[src/rtl/alu_pkg.sv]
// Shared definitions for the logic-op initiator and the logic-op unit it drives.
//  - log_op_e     : 3-bit operation codes understood by the logic-op unit
//  - init_state_e : initiator FSM states
//  - DEF_WIDTH / DEF_OPW : default operand and op-select widths
package alu_pkg;

    localparam int DEF_WIDTH = 32;
    localparam int DEF_OPW   = 3;

    typedef enum logic [2:0] {
        OP_AND    = 3'd0,
        OP_OR     = 3'd1,
        OP_XOR    = 3'd2,
        OP_NAND   = 3'd3,
        OP_NOR    = 3'd4,
        OP_XNOR   = 3'd5,
        OP_ANDN   = 3'd6,   // A & ~B
        OP_PASS_A = 3'd7
    } log_op_e;

    typedef enum logic [1:0] {
        IDLE  = 2'd0,
        ISSUE = 2'd1,
        WAIT  = 2'd2,
        DONE  = 2'd3
    } init_state_e;

endpackage

[src/rtl/op_timeout_cnt.sv]
// Start-to-finish watchdog for the logic-op initiator.
// Ports:
//  clk, rst_n : clock, asynchronous active-low reset
//  clear      : zero the count (asserted when a request is accepted)
//  enable     : count this cycle (asserted while waiting for finish)
//  expire     : combinational; high in the enabled cycle whose count is TIMEOUT-1
// The count saturates at TIMEOUT and never wraps. With TIMEOUT=0 no counter
// is built and expire is tied low.
module op_timeout_cnt #(
    parameter int TIMEOUT = 16
) (
    input  logic clk,
    input  logic rst_n,
    input  logic clear,
    input  logic enable,
    output logic expire
);

    generate
        if (TIMEOUT > 0) begin : g_cnt
            localparam int CW = $clog2(TIMEOUT + 1);
            localparam logic [CW-1:0] LAST = CW'(TIMEOUT - 1);
            localparam logic [CW-1:0] SAT  = CW'(TIMEOUT);

            logic [CW-1:0] count_reg;

            always_ff @(posedge clk or negedge rst_n) begin
                if (!rst_n) begin
                    count_reg <= '0;
                end else if (clear) begin
                    count_reg <= '0;
                end else if (enable && (count_reg != SAT)) begin
                    count_reg <= count_reg + 1'b1;
                end
            end

            // The count equals the number of cycles already spent waiting,
            // so TIMEOUT-1 marks the last permitted waiting cycle.
            assign expire = enable && (count_reg == LAST);
        end else begin : g_none
            assign expire = 1'b0;
        end
    endgenerate

endmodule

[src/rtl/logic_op_initiator.sv]
// Requester side of the start/finish logic-op handshake.
// Ports:
//  clk, rst_n                         : clock, asynchronous active-low reset
//  req_valid/req_ready, req_a/b/op    : request port (accepted only in IDLE)
//  A, B, log_op, start                : registered operands and a one-cycle start to the unit
//  finish, C                          : unit completion (pulse or level) and result
//  res_valid/res_ready, res_data/err  : result port; res_err marks a timeout (data forced 0)
//  busy                               : any state other than IDLE
//  stray_fin                          : sticky, finish seen in IDLE or DONE
module logic_op_initiator
    import alu_pkg::*;
#(
    parameter int WIDTH   = DEF_WIDTH,
    parameter int OPW     = DEF_OPW,
    parameter int TIMEOUT = 16
) (
    input  logic             clk,
    input  logic             rst_n,
    input  logic             req_valid,
    output logic             req_ready,
    input  logic [WIDTH-1:0] req_a,
    input  logic [WIDTH-1:0] req_b,
    input  logic [OPW-1:0]   req_op,
    output logic [WIDTH-1:0] A,
    output logic [WIDTH-1:0] B,
    output logic [OPW-1:0]   log_op,
    output logic             start,
    input  logic             finish,
    input  logic [WIDTH-1:0] C,
    output logic             res_valid,
    input  logic             res_ready,
    output logic [WIDTH-1:0] res_data,
    output logic             res_err,
    output logic             busy,
    output logic             stray_fin
);

    init_state_e      state_reg, state_next;
    logic [WIDTH-1:0] a_reg, b_reg, res_data_reg;
    logic [OPW-1:0]   op_reg;
    logic             res_err_reg, stray_fin_reg;

    logic accept, capture, timeout_hit, expire;

    op_timeout_cnt #(
        .TIMEOUT (TIMEOUT)
    ) u_timeout (
        .clk    (clk),
        .rst_n  (rst_n),
        .clear  (accept),
        .enable (state_reg == WAIT),
        .expire (expire)
    );

    always_ff @(posedge clk or negedge rst_n) begin
        if (!rst_n) begin
            state_reg <= IDLE;
        end else begin
            state_reg <= state_next;
        end
    end

    always_comb begin
        state_next  = state_reg;
        accept      = 1'b0;
        capture     = 1'b0;
        timeout_hit = 1'b0;
        case (state_reg)
            IDLE: begin
                if (req_valid) begin
                    accept     = 1'b1;
                    state_next = ISSUE;
                end
            end
            ISSUE: begin
                // A combinational unit may answer in the start cycle itself.
                if (finish) begin
                    capture    = 1'b1;
                    state_next = DONE;
                end else begin
                    state_next = WAIT;
                end
            end
            WAIT: begin
                // finish takes priority over a simultaneous timeout.
                if (finish) begin
                    capture    = 1'b1;
                    state_next = DONE;
                end else if (expire) begin
                    timeout_hit = 1'b1;
                    state_next  = DONE;
                end
            end
            DONE: begin
                if (res_ready) begin
                    state_next = IDLE;
                end
            end
            default: state_next = IDLE;
        endcase
    end

    always_ff @(posedge clk or negedge rst_n) begin
        if (!rst_n) begin
            a_reg         <= '0;
            b_reg         <= '0;
            op_reg        <= '0;
            res_data_reg  <= '0;
            res_err_reg   <= 1'b0;
            stray_fin_reg <= 1'b0;
        end else begin
            if (accept) begin
                a_reg  <= req_a;
                b_reg  <= req_b;
                op_reg <= req_op;
            end
            if (capture) begin
                res_data_reg <= C;
                res_err_reg  <= 1'b0;
            end else if (timeout_hit) begin
                res_data_reg <= '0;
                res_err_reg  <= 1'b1;
            end
            if (finish && ((state_reg == IDLE) || (state_reg == DONE))) begin
                stray_fin_reg <= 1'b1;
            end
        end
    end

    assign req_ready = (state_reg == IDLE);
    assign start     = (state_reg == ISSUE);
    assign res_valid = (state_reg == DONE);
    assign busy      = (state_reg != IDLE);
    assign A         = a_reg;
    assign B         = b_reg;
    assign log_op    = op_reg;
    assign res_data  = res_data_reg;
    assign res_err   = res_err_reg;
    assign stray_fin = stray_fin_reg;

endmodule

[config.mk]
export PLATFORM = sky130hd
export DESIGN_NAME = logic_op_initiator
export DESIGN_NICKNAME = d
export VERILOG_FILES = /design/src/rtl/alu_pkg.sv /design/src/rtl/op_timeout_cnt.sv /design/src/rtl/logic_op_initiator.sv
export SDC_FILE = /design/constraint.sdc
export NUM_CORES = 1
export LEC_CHECK = 0
export CORE_MARGIN = 3
export CORE_UTILIZATION = 36
export DETAILED_ROUTE_END_ITERATION = 6
export PLACE_DENSITY = 0.8
export SYNTH_ARGS = -nofsm -noshare
export SYNTH_HDL_FRONTEND = slang
export SYNTH_HIERARCHICAL = 1
export SYNTH_SLANG_ARGS = --single-unit
[constraint.sdc]
create_clock -name clk -period 1.7 [get_ports clk]
set_input_delay 0.34 -clock clk [delete_from_list [all_inputs] [get_ports clk]]
set_output_delay 0.34 -clock clk [all_outputs]
set_load 0.03 [all_outputs]
# Word level (Yosys, flattened, before mapping)
# Index checks and enable logic that the tools add are counted.
# word_totals
ff_bits,108
in_bits,104
out_inout_bits,105
word_cells,46
# classes
n_addsub,1
eq_ne,8
n_mux,19
reduce_logical,10
# ops
cell,n
2-to-1 mux 32 bit,2
2-to-1 mux 1 bit,10
2-to-1 mux 5 bit,2
2-to-1 mux 2 bit,4
case mux 2 bit (4 select lines),1
nonzero test 2 bit,3
"adder 5 x 1 -> 5 bit, second input constant",1
"equality test 5 x 4 -> 1 bit, second input constant",1
"inequality test 5 bit, second input constant",1
"equality test 2 bit, second input constant",2
logical AND 1 bit,3
"inequality test 3 bit, second input constant",1
AND reduction 3 bit,1
"equality test 2 x 1 -> 1 bit, second input constant",1
logical NOT 2 bit,1
"inequality test 2 x 1 -> 1 bit, second input constant",1
"inequality test 2 bit, second input constant",1
OR reduction 2 bit,1
logical OR 1 bit,1

# Logic depth before layout (Yosys ltp)
# Gate-level depths: netlist of run 1.
# depth
depth_word,7
ltp_mapped,9
ltp_nobuf,7

# Cells and area by module
# Netlist of run 1, hierarchy kept.
# modules_own_cells
mod,instances,cells_per_inst,area_each_um2,seq_area_each_um2
logic_op_initiator,1,240,3932.5,2577.5
op_timeout_cnt,1,30,296.5,125.1

# Least setup slack after synthesis of run 1
# OpenSTA, ideal clock, no wires.
# synth_path
path_kind,register to register
start,reg state_reg[0]
end,"reg a_reg[10], in the netlist A[10]"
setup_ns,0.128
arrival_ns,1.556
t_required_ns,1.572
slack_ns,0.016
stages_incl_launch_ff,8
path_buffers,2
period_less_slack_ns,1.684
cell_sequence,dfrtp_1 > inv_1 > ha_1 > inv_2 > nor2_4 > buf_4 > buf_6 > mux2_1
# synth_between
elab_chain_len,2
# synth_rtl
element,line,text
start: declaration,logic_op_initiator.sv:38,"init_state_e state_reg, state_next;"
start signal: assignment,logic_op_initiator.sv:59,state_reg <= state_next;
logical NOT 2 bit,logic_op_initiator.sv:68,case (state_reg)
2-to-1 mux 1 bit,logic_op_initiator.sv:68,
via accept,logic_op_initiator.sv:43,"logic accept, capture, timeout_hit, expire;"
end signal: assignment,logic_op_initiator.sv:113,a_reg <= req_a;
end: declaration,logic_op_initiator.sv:39,"logic [WIDTH-1:0] a_reg, b_reg, res_data_reg;"
# The timed path passes the listed nets, and every way through them passes these cells.
# A chain may end at the register's enable or synchronous reset.

# Worst setup path in the final report of run 1
# layout_path
start,reg u_timeout.g_cnt.count_reg[0]
end,"reg res_data_reg[15], in the netlist res_data[15]"
# layout_between
elab_chain_len,6
# layout_rtl
element,line,text
start: declaration,op_timeout_cnt.sv:25,logic [CW-1:0] count_reg;
start signal: assignment,op_timeout_cnt.sv:33,count_reg <= count_reg + 1'b1;
equality test 5 x 4 -> 1 bit,op_timeout_cnt.sv:39,assign expire = enable && (count_reg == LAST);
logical AND 1 bit,op_timeout_cnt.sv:39,
via expire,logic_op_initiator.sv:43,
2-to-1 mux 1 bit,logic_op_initiator.sv:89,end else if (expire) begin
2-to-1 mux 1 bit,logic_op_initiator.sv:86,if (finish) begin
2-to-1 mux 1 bit,logic_op_initiator.sv:68,
nonzero test 2 bit (no source line),--,
end signal: assignment,logic_op_initiator.sv:108,res_data_reg <= '0;
end signal: assignment,logic_op_initiator.sv:118,res_data_reg <= C;
end signal: assignment,logic_op_initiator.sv:121,res_data_reg <= '0;
end: declaration,logic_op_initiator.sv:39,
# The timed path passes the listed nets, and every way through them passes these cells.

==> results of run 1 <==
-- area by class of cell --
class | instances | area (um^2)
tap | 140 | 175
clock buffer | 10 | 229
clock inverter | 6 | 111
inverter | 13 | 48.8
fill | 887 | 4300
sequential | 108 | 2700
multi-input combinational | 135 | 1410
timing repair buffer | 231 | 2200
-- synth_stat cells --
cell and instances:
sky130_fd_sc_hd__mux2i_1 3, sky130_fd_sc_hd__mux2_1 19, sky130_fd_sc_hd__and2_1 1, sky130_fd_sc_hd__a31oi_4 1, sky130_fd_sc_hd__nand2_1 2, sky130_fd_sc_hd__xor2_1 1, sky130_fd_sc_hd__and3_2 1, sky130_fd_sc_hd__a21o_2 1
sky130_fd_sc_hd__a41o_1 1, sky130_fd_sc_hd__o2bb2ai_1 1, sky130_fd_sc_hd__a22o_1 32, sky130_fd_sc_hd__a211oi_1 3, sky130_fd_sc_hd__and2_4 1, sky130_fd_sc_hd__o41a_1 1, sky130_fd_sc_hd__nor2_4 1, sky130_fd_sc_hd__nand4_1 1
sky130_fd_sc_hd__buf_4 1, sky130_fd_sc_hd__inv_1 10, sky130_fd_sc_hd__dfrtp_1 108, sky130_fd_sc_hd__and3_1 1, sky130_fd_sc_hd__mux2_4 1, sky130_fd_sc_hd__mux2_2 48, sky130_fd_sc_hd__nor3b_1 1, sky130_fd_sc_hd__buf_6 6
sky130_fd_sc_hd__a21oi_1 1, sky130_fd_sc_hd__a221oi_2 1, sky130_fd_sc_hd__buf_2 7, sky130_fd_sc_hd__inv_2 3, sky130_fd_sc_hd__nor2_1 4, sky130_fd_sc_hd__ha_1 8
-- power by group --
part	internal [mW]	switching, mW	leakage [nW]
clock network	1.44	0.887	0.163
logic	3.11	4.42	1.77
registers	3.86	0.611	1.30
-- critical path: cells and delay by family, from the launching register on --
kind,cells,cell delay [ps]
and+or+nand+nor,2,320
DFF,1,380
AOI/OAI and AO/OA,2,340
adders and majority gates,2,340
buffers and inverters,1,200
-- how the worst max path moves through the flow --
stage / endpoint / cells after the start / slack [ps] / start
global placement: A[21] / 5 / -60 / req_valid
CTS: res_data[6] / 1 / 0.4 / res_data[6]
floorplan: A[10] / 7 / 20 / state_reg[0]
finish: res_data[15] / 7 / 60 / u_timeout/g_cnt.count_reg[0]
global route: state_reg[0] / 7 / -30 / u_timeout/g_cnt.count_reg[1]
detailed placement: B[20] / 5 / -70 / req_valid
-- repair_timing --
| item | in CTS | in global routing |
|---|---|---|
| resized for setup | 108 | 6 |
| gates cloned | 1 | 0 |
| setup endpoints to repair | 133 | 75 |
| hold buffers | 1 | 0 |
| hold endpoints to repair | 35 | 0 |
| pin swaps | 0 | 3 |
| setup buffers | 3 | 1 |
-- metrics by stage --
step	setup slack [ps]	hold WS, ps	utilization	instance area, um^2
6_report	55.8	458	0.616	6880
5_1_grt	-31.7	487	0.616	6880
4_1_cts	0.443	465	0.617	6900
3_5_place_dp	-70.8	344	0.589	6580
3_3_place_gp	-55.1	334	0.589	6580
2_1_floorplan	16.4	44.4	-	4230
-- cell families after synthesis --
group | Yosys count | share of synthesized area
AOI/OAI and AO/OA | 42 | 0.0905
xor gates and xnor gates | 1 | 0.00207
adders and majority gates | 8 | 0.0237
buffers and inverters | 27 | 0.0376
DFF | 108 | 0.639
muxes | 71 | 0.189
and+or+nand+nor | 13 | 0.0181
-- per-layer routing --
layer,vias up,GRT usage
li1,1425,-
met1,1493,0.194
met2,129,0.283
met3,10,0.0608
met4,0,0.0467
met5,-,0
-- layout by cell type, fill, tap and decap left out, types with 4 or more instances in the layout --
master / count
sky130_fd_sc_hd__a22o_1: 32
sky130_fd_sc_hd__buf_12: 5
sky130_fd_sc_hd__buf_4: 19
sky130_fd_sc_hd__clkbuf_16: 9
sky130_fd_sc_hd__clkdlybuf4s50_1: 102
sky130_fd_sc_hd__dfrtp_1: 108
sky130_fd_sc_hd__dlygate4sd2_1: 98
sky130_fd_sc_hd__ha_1: 5
sky130_fd_sc_hd__inv_1: 9
sky130_fd_sc_hd__inv_2: 4
sky130_fd_sc_hd__mux2_1: 19
sky130_fd_sc_hd__mux2_2: 48
sky130_fd_sc_hd__nor2_1: 4
==> results.cfg, run 1 <==
[worst_setup_path]
crit_path_max_fanout = 16
regToRegStartpoint = u_timeout/g_cnt.count_reg[0]
reg2reg_setup_slack_ps = 60
path_cells = ha_2 > and3_4 > ha_4 > and2_4 > a31oi_4 > buf_6 > a22o_1
ff2ff_path_depth = 7
worst_r2r_endpoint = res_data[15]
worst-endpoint-arrival_ps = 1910
critical_path.endpoint_type = flip-flop
crit_type = reg -> reg
crit_slowest_cell = sky130_fd_sc_hd__dfrtp_1
worst_path_largest_cell_delay_ps = 380
timing.critical_path.from_type = flip-flop
critPathRequiredTime_ps = 1970

[clock_network]
clockBufferDepth = 2
clock_tree.htree_level_count = 3
clock_sinks = 108
buffer_cell_driving_the_clock_tree_root = sky130_fd_sc_hd__clkbuf_16
tritoncts = yes
tritoncts.num_buffers = 9
clk-insertion-delay-late_ps = 330
worst_setup_hold_path_clk_slew_ps = 70

[status]
status = finished clean

[floorplan]
rows = 38
die_height_um = 114
die_area_um2 = 13100
num_io_pins = 209
start_util = 0.378
core_area_um2 = 11200
fp.dieW_um = 114

[timing]
hold_viol = 0
worst-slew-pin-transition_ps = 500
setup_total_negative_slack_ps = 0
rsz0062_at_grt = true
setup-violations-final = 0
finalWorstPathRequiredPeriod_ps = 1640
total_count_of_max_transition_violations_in_the_final_report = 0
timing.final.crit_share = 0.967
max_clock_freq_mhz = 608
fin_skew_ps = 7.49
slew_headroom = 0.667

[placement]
place_inst = 623
dp_hpwl_mm = 8.09
place.port_buffers = 208
gp_weighted_congestion = 0.801

[global_route]
grt-ovfl-total = 0
groute.usage.overall = 0.165
first_global_vias = 3394
grt_antenna_before_repair = 0
grt_first_pass_wirelength_mm = 17.1
grt_max_degree = 54

[cells_and_area]
area_growth_pct = 62.6
final_layout_size_suffix_gt1_frac = 0.213
antenna_cells = 0
number_of_non_filler_instances_in_the_completed_layout = 643
finish.net_count = 610

[job]
maxCapViolations = 0

[route]
drt_pass1_iterations = 6
drt-initial-drc-count = 80
met3_wirelength_um = 984
drc_errors = 0
avg_vias_per_cell = 4.75
route.layer.met1.wl_mm = 4.24
routedWlPerCell_um = 16.5
wl_met2_mm = 5.24
wl_mm = 10.6
highest_layer = met4
antenna_left = 0
routed-via-count = 3057

[synth]
synthesis.nets = 382
synthesis.yosys.warnings = 6
post-synth-top-area-fraction = 0.639
mean_post_synth_cell_area_um2 = 15.7
ys_types = 30
synthesis.instances = 270
synth.ff_latch_count = 108
synth_top_cell_by_area = sky130_fd_sc_hd__dfrtp_1
cell_types_with_the_largest_area_share_after_synthesis = sky130_fd_sc_hd__dfrtp_1 (64%), sky130_fd_sc_hd__mux2_2 (13%), sky130_fd_sc_hd__a22o_1 (6.6%)
ys_seq_area_frac = 0.639
netlist_area_um2 = 4230

[min_path]
worstHoldEndpoint = stray_fin
hold_path.class = reg -> reg
whs_path_depth = 1
min_from = stray_fin

[pwr]
vdd.ir_drop.worst_mv = 1.08
total_leakage_power_nw = 3.23
fin_total_pwr_mw = 14.3
power.density_cell_area_nw_per_um2 = 2080
Note: power is estimated with default switching activity, not from simulation.
==> run 2: changes to the inputs <==
--- a/config.mk
+++ b/config.mk
@@ -8,8 +8,8 @@
 export CORE_MARGIN = 3
 export CORE_UTILIZATION = 36
 export DETAILED_ROUTE_END_ITERATION = 6
-export PLACE_DENSITY = 0.8
+export MAX_ROUTING_LAYER = met4
+export PLACE_DENSITY_LB_ADDON = 0.15
 export SYNTH_ARGS = -nofsm -noshare
 export SYNTH_HDL_FRONTEND = slang
-export SYNTH_HIERARCHICAL = 1
 export SYNTH_SLANG_ARGS = --single-unit
==> run 2 against run 1 <==
Hold slack got worse by 8.3 ps; area after synthesis down 0.12%; via count is 1.1% higher; fmax shrank 2.1%; sequential share of layout area fell by 0.44 points; die area decreased by 0.11%; combinational power grew 2.8%; total power rose by 1.6%; sequential cell count stayed put; critical endpoint is now state_reg[0]; largest cell class unchanged; highest routed layer unchanged.
==> results.cfg, run 2 <==
[cells_and_area]
number_of_non_filler_instances_in_the_completed_layout = 647
final_layout_size_suffix_gt1_frac = 0.252
finish.net_count = 613
finished_layout_cell_area_um2 = 6960
most-common-layout-cells = sky130_fd_sc_hd__dfrtp_1 (108), sky130_fd_sc_hd__clkdlybuf4s50_1 (102), sky130_fd_sc_hd__dlygate4sd2_1 (101)
area_growth_pct = 64.7
final_core_util = 0.623
antenna_cells = 0
mostFrequentLayoutCell = sky130_fd_sc_hd__dfrtp_1

[route]
routed-via-count = 3090
wl_mm = 11.1
drt-initial-drc-count = 149
routedWlPerCell_um = 17.1
avg_vias_per_cell = 4.78
drt_pass1_iterations = 6
drc_errors = 0
antenna_left = 0

[clock_network]
worst_setup_hold_path_clk_slew_ps = 70
buffer_cell_driving_the_clock_tree_root = sky130_fd_sc_hd__clkbuf_16
tritoncts.num_buffers = 9
clk-insertion-delay-late_ps = 350
clockBufferDepth = 2
clock_tree.htree_level_count = 3
clock_sinks = 108
tritoncts = yes

[placement]
dp_hpwl_mm = 8.12
place_inst = 621
placement.cell_area_um2 = 6560
place.port_buffers = 208
detailedPlace.worstSlack_ps = -119
gp_weighted_congestion = 0.729

[worst_setup_path]
crit_type = reg -> reg
timing.critical_path.from_type = flip-flop
critPathRequiredTime_ps = 1930
regToRegStartpoint = u_timeout.g_cnt.count_reg[0]
worst-endpoint-arrival_ps = 1910
critical_path.endpoint_type = flip-flop
crit_path_max_fanout = 3
worst_setup_path_startpoint = u_timeout.g_cnt.count_reg[0]

[timing]
fin_skew_ps = 6.94
max_clock_freq_mhz = 596
slew_headroom = 0.742
setup-violations-final = 0
rsz0062_at_grt = true
post-route-worst-setup-slack_ps = 21.3
setup_total_negative_slack_ps = 0
finalWorstPathRequiredPeriod_ps = 1680
total_count_of_max_transition_violations_in_the_final_report = 0
hold_viol = 0
worst_hold_slack_ps = 450
timing.final.crit_share = 0.987
worst-slew-pin-transition_ps = 387

[pwr]
power.clock.fraction = 0.162
power_switching_share = 0.410
switching_power_mw = 5.97
vdd.ir_drop.worst_mv = 1.36
seqPwrFrac = 0.307
power.density_cell_area_nw_per_um2 = 2090
comb_pwr_share = 0.532
internal_power_mw = 8.59
fin_total_pwr_mw = 14.6
total_leakage_power_nw = 3.26

[synth]
synth.ff_latch_count = 108
synthesis.instances = 268
synthesis.yosys.warnings = 0
synth_flop_type = sky130_fd_sc_hd__dfrtp_1
netlist_area_um2 = 4220
post-synth-top-count-cell = sky130_fd_sc_hd__dfrtp_1
postSynth.asyncResetShare = 1.00
cell_types_with_the_largest_area_share_after_synthesis = sky130_fd_sc_hd__dfrtp_1 (64%), sky130_fd_sc_hd__mux2_2 (18%), sky130_fd_sc_hd__a22o_1 (6.6%)
ys_seq_area_frac = 0.640
synthTopCellsByCount = sky130_fd_sc_hd__dfrtp_1 (108), sky130_fd_sc_hd__mux2_2 (67), sky130_fd_sc_hd__a22o_1 (32)
synthesis.nets = 379
synth_top_cell_by_area = sky130_fd_sc_hd__dfrtp_1
mean_post_synth_cell_area_um2 = 15.8
synth_edf_count = 0
ys_types = 32
post-synth-top-area-fraction = 0.640

[floorplan]
core_area_um2 = 11200
rows = 38
num_io_pins = 209
die_height_um = 114
die_area_um2 = 13100
start_util = 0.378
fp.dieW_um = 114

[global_route]
grt_first_pass_wirelength_mm = 17.0
grt_antenna_before_repair = 0
grt-ovfl-total = 0
groute.usage.overall = 0.173
first_global_vias = 3244
grt_max_degree = 35

[status]
status = finished clean

[job]
maxCapViolations = 0

[min_path]
hold_path.class = in -> async
==> run 2: worst paths after layout <==
kind                                endpoint  slack [ps]  depth (start not counted)
worst max-delay path            state_reg[0]          20                          6
worst min-delay path                   A[21]         450                          2
worst max register to register  state_reg[0]          20                          6
worst min register to register     stray_fin         460                          1
max in group asynchronous               B[9]         730                          3
min in group clk                   stray_fin         460                          1
==> run 2: power groups by stage <==
stage          clock network, mW  registers (mW)  logic (mW)
2_1_floorplan                  0            6.90        2.44
3_3_place_gp                   0            4.49        8.15
5_1_grt                     2.54            4.65        8.21
4_1_cts                     2.44            4.48        7.51
6_report                    2.36            4.47        7.74
3_5_place_dp                   0            4.56        8.24
==> run 2: metal layers <==
metal,vias to the layer above,part of all wire,routed length (um),global-route usage
met5,-,0,0,-
met4,0,0.017,184,0.0538
met3,11,0.084,927,0.0655
met2,139,0.49,5410,0.270
met1,1507,0.41,4520,0.210
li1,1433,-,-,-
==> run 2: area by class of cell <==
class	instances	area, um^2
inverter	9	33.8
clock inverter	6	111
tap	140	175
multi-input combinational	137	1400
sequential	108	2700
clock buffer	10	229
fill	901	4220
timing repair buffer	237	2300
==> run 2: what timing repair did <==
item                       CTS  global route
gates resized for setup    105             9
setup buffers                2             4
pin swaps                    3             4
cloned                       0             3
hold endpoints to repair    21             0
hold buffers                 1             0
setup endpoints to repair  137            36
==> run 2: cells by family (layout without fill, tap and decap cells) <==
group                      Yosys count  in the layout  share of synthesized area
and+or+nand+nor                     17             17                     0.0252
adders and majority gates            7              7                     0.0207
muxes                               69             69                      0.183
DFF                                108            108                      0.640
AOI/OAI and AO/OA                   43             43                     0.0889
buffers and inverters               23            262                     0.0400
xor gates and xnor gates             1              1                    0.00207
==> run 2: critical path: stages (launching register included) <==
cell and delay (ps):
sky130_fd_sc_hd__dfrtp_1 400, sky130_fd_sc_hd__ha_2 190, sky130_fd_sc_hd__and3_4 150, sky130_fd_sc_hd__ha_4 150, sky130_fd_sc_hd__or3b_4 410, sky130_fd_sc_hd__a31oi_1 170
sky130_fd_sc_hd__o21ai_1 80
